## config.mk

```make
export PLATFORM = sky130hd
export DESIGN_NAME = decomp_single128_flat
export DESIGN_NICKNAME = d
export VERILOG_FILES = /design/src/rtl/decomp_single128_if.sv /design/src/rtl/decomp_single128.sv /design/src/flat_wrapper.sv
export SDC_FILE = /design/constraint.sdc
export NUM_CORES = 1
export LEC_CHECK = 0
export ABC_AREA = 1
export CORE_MARGIN = 5
export CORE_UTILIZATION = 55
export DETAILED_ROUTE_END_ITERATION = 10
export PLACE_DENSITY = 0.8
export SYNTH_ARGS = -nofsm -noshare
export SYNTH_HDL_FRONTEND = slang
export SYNTH_SLANG_ARGS = --single-unit
```

## constraint.sdc

```tcl
create_clock -name clk -period 6.64 [get_ports clk]
set_input_delay 1.328 -clock clk [delete_from_list [all_inputs] [get_ports clk]]
set_output_delay 1.328 -clock clk [all_outputs]
set_load 0.1 [all_outputs]
```

## src/rtl/decomp_single128_if.sv

```systemverilog
// rtl/decomp_single128_if.sv - count-in / beat-out handshake bundle for decomp_single128
interface decomp_single128_if #(
    parameter int OUT_W = 16
);
    logic             in_valid;
    logic             in_ready;
    logic [7:0]       comp_in;
    logic             out_valid;
    logic             out_ready;
    logic [OUT_W-1:0] out_col0;
    logic             out_last;
    logic             out_err;

    modport master (
        output in_valid, comp_in, out_ready,
        input  in_ready, out_valid, out_col0, out_last, out_err
    );

    modport slave (
        input  in_valid, comp_in, out_ready,
        output in_ready, out_valid, out_col0, out_last, out_err
    );
endinterface

```

## src/rtl/decomp_single128.sv

```systemverilog
// rtl/decomp_single128.sv - expands a column count into a 128-bit thermometer column sent as OUT_W-bit beats
module decomp_single128 #(
    parameter int OUT_W = 16
) (
    input  logic               clk,
    input  logic               rst_n,
    decomp_single128_if.slave  bus
);
    localparam int BEATS = 128 / OUT_W;
    localparam int BW    = (BEATS > 1) ? $clog2(BEATS) : 1;
    localparam logic [BW-1:0] LAST_BEAT = BW'(BEATS - 1);

    typedef enum logic {IDLE, SEND} state_t;

    state_t           state_q, state_d;
    logic [BW-1:0]    beat_q, beat_d;
    logic [BW-1:0]    beat_nxt;
    logic [7:0]       csat_q, csat_d;
    logic [7:0]       csat_in;
    logic             err_q, err_d;
    logic             last_q, last_d;
    logic [OUT_W-1:0] col_q, col_d;

    // Slice k of the thermometer column: the low r bits set, r clamped to 0..OUT_W
    function automatic logic [OUT_W-1:0] beat_val(input logic [7:0] c, input logic [BW-1:0] k);
        int r;
        r = int'(c) - int'(k) * OUT_W;
        if (r <= 0)
            return '0;
        if (r >= OUT_W)
            return '1;
        return ~({OUT_W{1'b1}} << r);
    endfunction

    assign csat_in  = (bus.comp_in > 8'd128) ? 8'd128 : bus.comp_in;
    assign beat_nxt = beat_q + 1'b1;

    // Next-state logic: latch a count in IDLE, walk the beats in SEND; beat data is precomputed into registers
    always_comb begin
        state_d = state_q;
        beat_d  = beat_q;
        csat_d  = csat_q;
        err_d   = err_q;
        last_d  = last_q;
        col_d   = col_q;
        case (state_q)
            IDLE: begin
                if (bus.in_valid) begin
                    state_d = SEND;
                    beat_d  = '0;
                    csat_d  = csat_in;
                    err_d   = (bus.comp_in > 8'd128);
                    col_d   = beat_val(csat_in, '0);
                    last_d  = (LAST_BEAT == '0);
                end
            end
            SEND: begin
                if (bus.out_ready) begin
                    if (beat_q == LAST_BEAT) begin
                        state_d = IDLE;
                        beat_d  = '0;
                        err_d   = 1'b0;
                        last_d  = 1'b0;
                        col_d   = '0;
                    end else begin
                        beat_d  = beat_nxt;
                        col_d   = beat_val(csat_q, beat_nxt);
                        last_d  = (beat_nxt == LAST_BEAT);
                    end
                end
            end
            default: state_d = IDLE;
        endcase
    end

    // State register with synchronous active-low reset that aborts any frame in flight
    always_ff @(posedge clk) begin
        if (!rst_n) begin
            state_q <= IDLE;
            beat_q  <= '0;
            csat_q  <= '0;
            err_q   <= 1'b0;
            last_q  <= 1'b0;
            col_q   <= '0;
        end else begin
            state_q <= state_d;
            beat_q  <= beat_d;
            csat_q  <= csat_d;
            err_q   <= err_d;
            last_q  <= last_d;
            col_q   <= col_d;
        end
    end

    assign bus.in_ready  = (state_q == IDLE);
    assign bus.out_valid = (state_q == SEND);
    assign bus.out_col0  = col_q;
    assign bus.out_last  = last_q;
    assign bus.out_err   = err_q;
endmodule
```

## src/flat_wrapper.sv

```systemverilog
// flat-port wrapper written by rule: the top's interface ports become plain ports
module decomp_single128_flat 
#(
    parameter int OUT_W = 16
)
  (clk, rst_n, bus_in_valid, bus_comp_in, bus_out_ready, bus_in_ready, bus_out_valid, bus_out_col0, bus_out_last, bus_out_err);
  decomp_single128_if #(.OUT_W(OUT_W)) bus_i ();
  input  logic clk;
  input  logic rst_n;
  input wire logic [$bits(bus_i.in_valid)-1:0] bus_in_valid;
  input wire logic [$bits(bus_i.comp_in)-1:0] bus_comp_in;
  input wire logic [$bits(bus_i.out_ready)-1:0] bus_out_ready;
  output wire logic [$bits(bus_i.in_ready)-1:0] bus_in_ready;
  output wire logic [$bits(bus_i.out_valid)-1:0] bus_out_valid;
  output wire logic [$bits(bus_i.out_col0)-1:0] bus_out_col0;
  output wire logic [$bits(bus_i.out_last)-1:0] bus_out_last;
  output wire logic [$bits(bus_i.out_err)-1:0] bus_out_err;
  assign bus_i.in_valid = bus_in_valid;
  assign bus_i.comp_in = bus_comp_in;
  assign bus_i.out_ready = bus_out_ready;
  assign bus_in_ready = bus_i.in_ready;
  assign bus_out_valid = bus_i.out_valid;
  assign bus_out_col0 = bus_i.out_col0;
  assign bus_out_last = bus_i.out_last;
  assign bus_out_err = bus_i.out_err;
  decomp_single128 #(.OUT_W(OUT_W)) u_core (.clk(clk), .rst_n(rst_n), .bus(bus_i));
endmodule
```

==> results.ini <==
[setup_path]
crit_family = buffers and inverters
r2r_slack_ns = 4.13
crit_buf_inv = 2
worstPathMaxFanout = 12
max_stage_delay_ns = 1.21
critical_path_class = flip-flop to primary output
cp_slowest_cell = clkdlybuf4s50_1
worstPathArrival_ns = 2.21
worst_setup_path_start_kind = flip-flop
crit_chain = inv_1, clkdlybuf4s50_1
critPathRequiredTime_ns = 5.31
cp-end-kind = primary output

[sta]
period_share = 0.533
hold_violations = 0
layout_setup_ws_ns = 3.10
finalSetupViolations = 0
worstMarginPinSlew_ns = 0.979
final.setup.tns_ns = 0
timing.hold.ws_ns = 0.477
rsz0062_at_grt = no
fmax_ghz = 0.283
finClkSkew_ns = 0.0134
max-slew-margin-rel = 0.345
min_period_ns = 3.54
slew_violations = 0

[global_route]
grt.total_usage = 0.221
grt_max_degree = 21
grt_pass1_vias = 1707
overflow = 0
grt_antenna_before_repair = 0
grt_first_pass_wirelength_um = 7600

[die]
rows = 20
initial_core_util = 0.586
dieArea_um2 = 4560
core_um2 = 3100
io_pins = 32
die_w_um = 67.5
die_h_um = 67.5

[power]
powerDensity_nw_per_um2 = 240
vdd_drop_max_mv = 0.147
p_switching_uw = 239
p_seq_frac = 0.387
cellLeakagePower_uw = 0.000933
p_sw_frac = 0.453
pwr-share-clk = 0.197
p_comb_frac = 0.416
intPower_uw = 289

[clocking]
ctsRootBufferMaster = clkbuf_4
clock-sinks = 30
postCtsSetupBuffers = 0
clk_pin_slew_worst_paths_ns = 0.11
post_cts_resized = 0
cts_buffer_depth = 2
cts.htree.levels = 2
cts_buffers = 5
clk_latency_ns = 0.34
ctsHoldBuffers = 0
cts_tree = done

[synth]
synth.top_cell.area_share = 0.330
netlist_area_um2 = 1820
avgSynthCellArea_um2 = 6.84
synthDistinctLibCells = 30
synthCells = 266
syn_nets = 285
synthTopCellsByArea = dfxtp_1 (33%), nand2_1 (11%), a21oi_1 (9.9%), o21ai_0 (6.9%), inv_1 (6.6%)
yosys_warnings = 0
seq_area_frac_synth = 0.330
synth_seq_cells = 30
synth_top_cell_by_area = dfxtp_1

[worst_hold_path]
hp-class = flip-flop to flip-flop

[route]
num_vias = 1852
wl_per_cell_um = 13.2
wl_um = 4510
viasPerCell = 5.43
dr.pass1.iters = 4
antenna_left = 0
drt-initial-drc-count = 150
drc_errors = 0

[place]
dpl.hpwl_um = 3450
port_buffers = 31
place_area_um2 = 2150
gp_congestion = 0.915
dp_slack_ns = 3.49

[cells_and_area]
diodes = 0
finish.instance_area_um2 = 2200
syn_to_final_growth_pct = 21.0
drive_above_1_share = 0.108
final_nets = 316
nFillCells = 312

[outcome]
outcome = complete, no violations

[job]
max_cap_viol_count = 0

[flip-flops by register name (all words and copies together), names as in the netlist]
register / cells
u_core.bus.out_err: 1
u_core.beat_q: 3
u_core.csat_q: 8
u_core.bus.out_valid: 1
u_core.bus.out_col0: 16
u_core.bus.out_last: 1
[cell type report]
type | instances | area, µm² | share of cell area
clock inverter | 2 | 10.0 | 0.00455
clock buffer | 5 | 37.5 | 0.0170
multi-input combinational | 192 | 1050 | 0.476
inverter | 37 | 141 | 0.0642
sequential | 30 | 601 | 0.273
tap | 44 | 55.1 | 0.0250
timing repair buffer | 31 | 310 | 0.141
[logic make-up (layout without fill, tap and decap cells)]
kind of cell	Yosys count	after routing	share of synthesized area
buf+inv	44	75	0.0942
simple gates	109	109	0.290
xor+xnor	1	1	0.00482
fa+ha+maj	7	7	0.0523
compound gates	75	75	0.229
flops	30	30	0.330
[power groups by stage]
stage          registers, µW  clock network [µW]  logic [µW]
6_report                 204                 104         220
5_1_grt                  207                 112         235
4_1_cts                  204                 104         219
3_5_place_dp             208                   0         218
3_3_place_gp             208                   0         217
2_1_floorplan            292                   0        84.2
[worst reg2reg max path: cells and delay by family (launching register included)]
family,cells,cell delay (ns)
DFF,1,0.33
and+or+nand+nor,7,0.74
adders and majority gates,3,0.86
buffers and inverters,1,0.06
AOI/OAI and AO/OA,3,0.40
[cell usage after synthesis (all sizes together)]
cell,instances
nand2,58
a21oi,39
inv,37
nor2,31
dfxtp,30
o21ai,26
nand3,15
ha,6
clkbuf,4
a22oi,3
buf,3
a211oi,2
a31oi,2
nand4,2
o211ai,2
fa,1
nor3,1
nor4,1
o2111ai,1
or2,1
xnor2,1
[final timing paths]
check	startpoint	end	depth (start not counted)
max	u_core.bus.out_valid	bus_in_ready	2
max reg2reg	u_core.beat_q[0]	u_core.bus.out_col0[4]	14
min reg2reg	u_core.bus.out_last	u_core.bus.out_last	2
min	u_core.bus.out_last	u_core.bus.out_last	2
[cells in the final DEF, fill, tap and decap left out, drive strengths merged, types with 2 or more instances in the layout]
cell           Yosys  final
a211oi             2      2
a21oi             39     39
a22oi              3      3
a31oi              2      2
clkbuf             4      5
clkdlybuf4s50      0     31
clkinv             0      2
dfxtp             30     30
ha                 6      6
inv               37     37
nand2             58     58
nand3             15     15
nand4              2      2
nor2              31     31
o211ai             2      2
o21ai             26     26
[stage by stage]
| stage | total power, µW | utilization | std cells |
|---|---|---|---|
| 3_5_place_dp | 427 | 0.694 | 334 |
| 6_report | 528 | 0.710 | 341 |
| 2_1_floorplan | 377 | - | 266 |
| 4_1_cts | 528 | 0.710 | 341 |
| 3_3_place_gp | 425 | 0.694 | 334 |
| 5_1_grt | 554 | 0.710 | 341 |
[per-layer routing]
layer / routed length, µm / GRT usage
met1: 2070 / 0.304
met2: 2050 / 0.350
met3: 326 / 0.0433
met4: 65 / 0.0608
met5: 0 / 0
(Power assumes the default switching activity.)
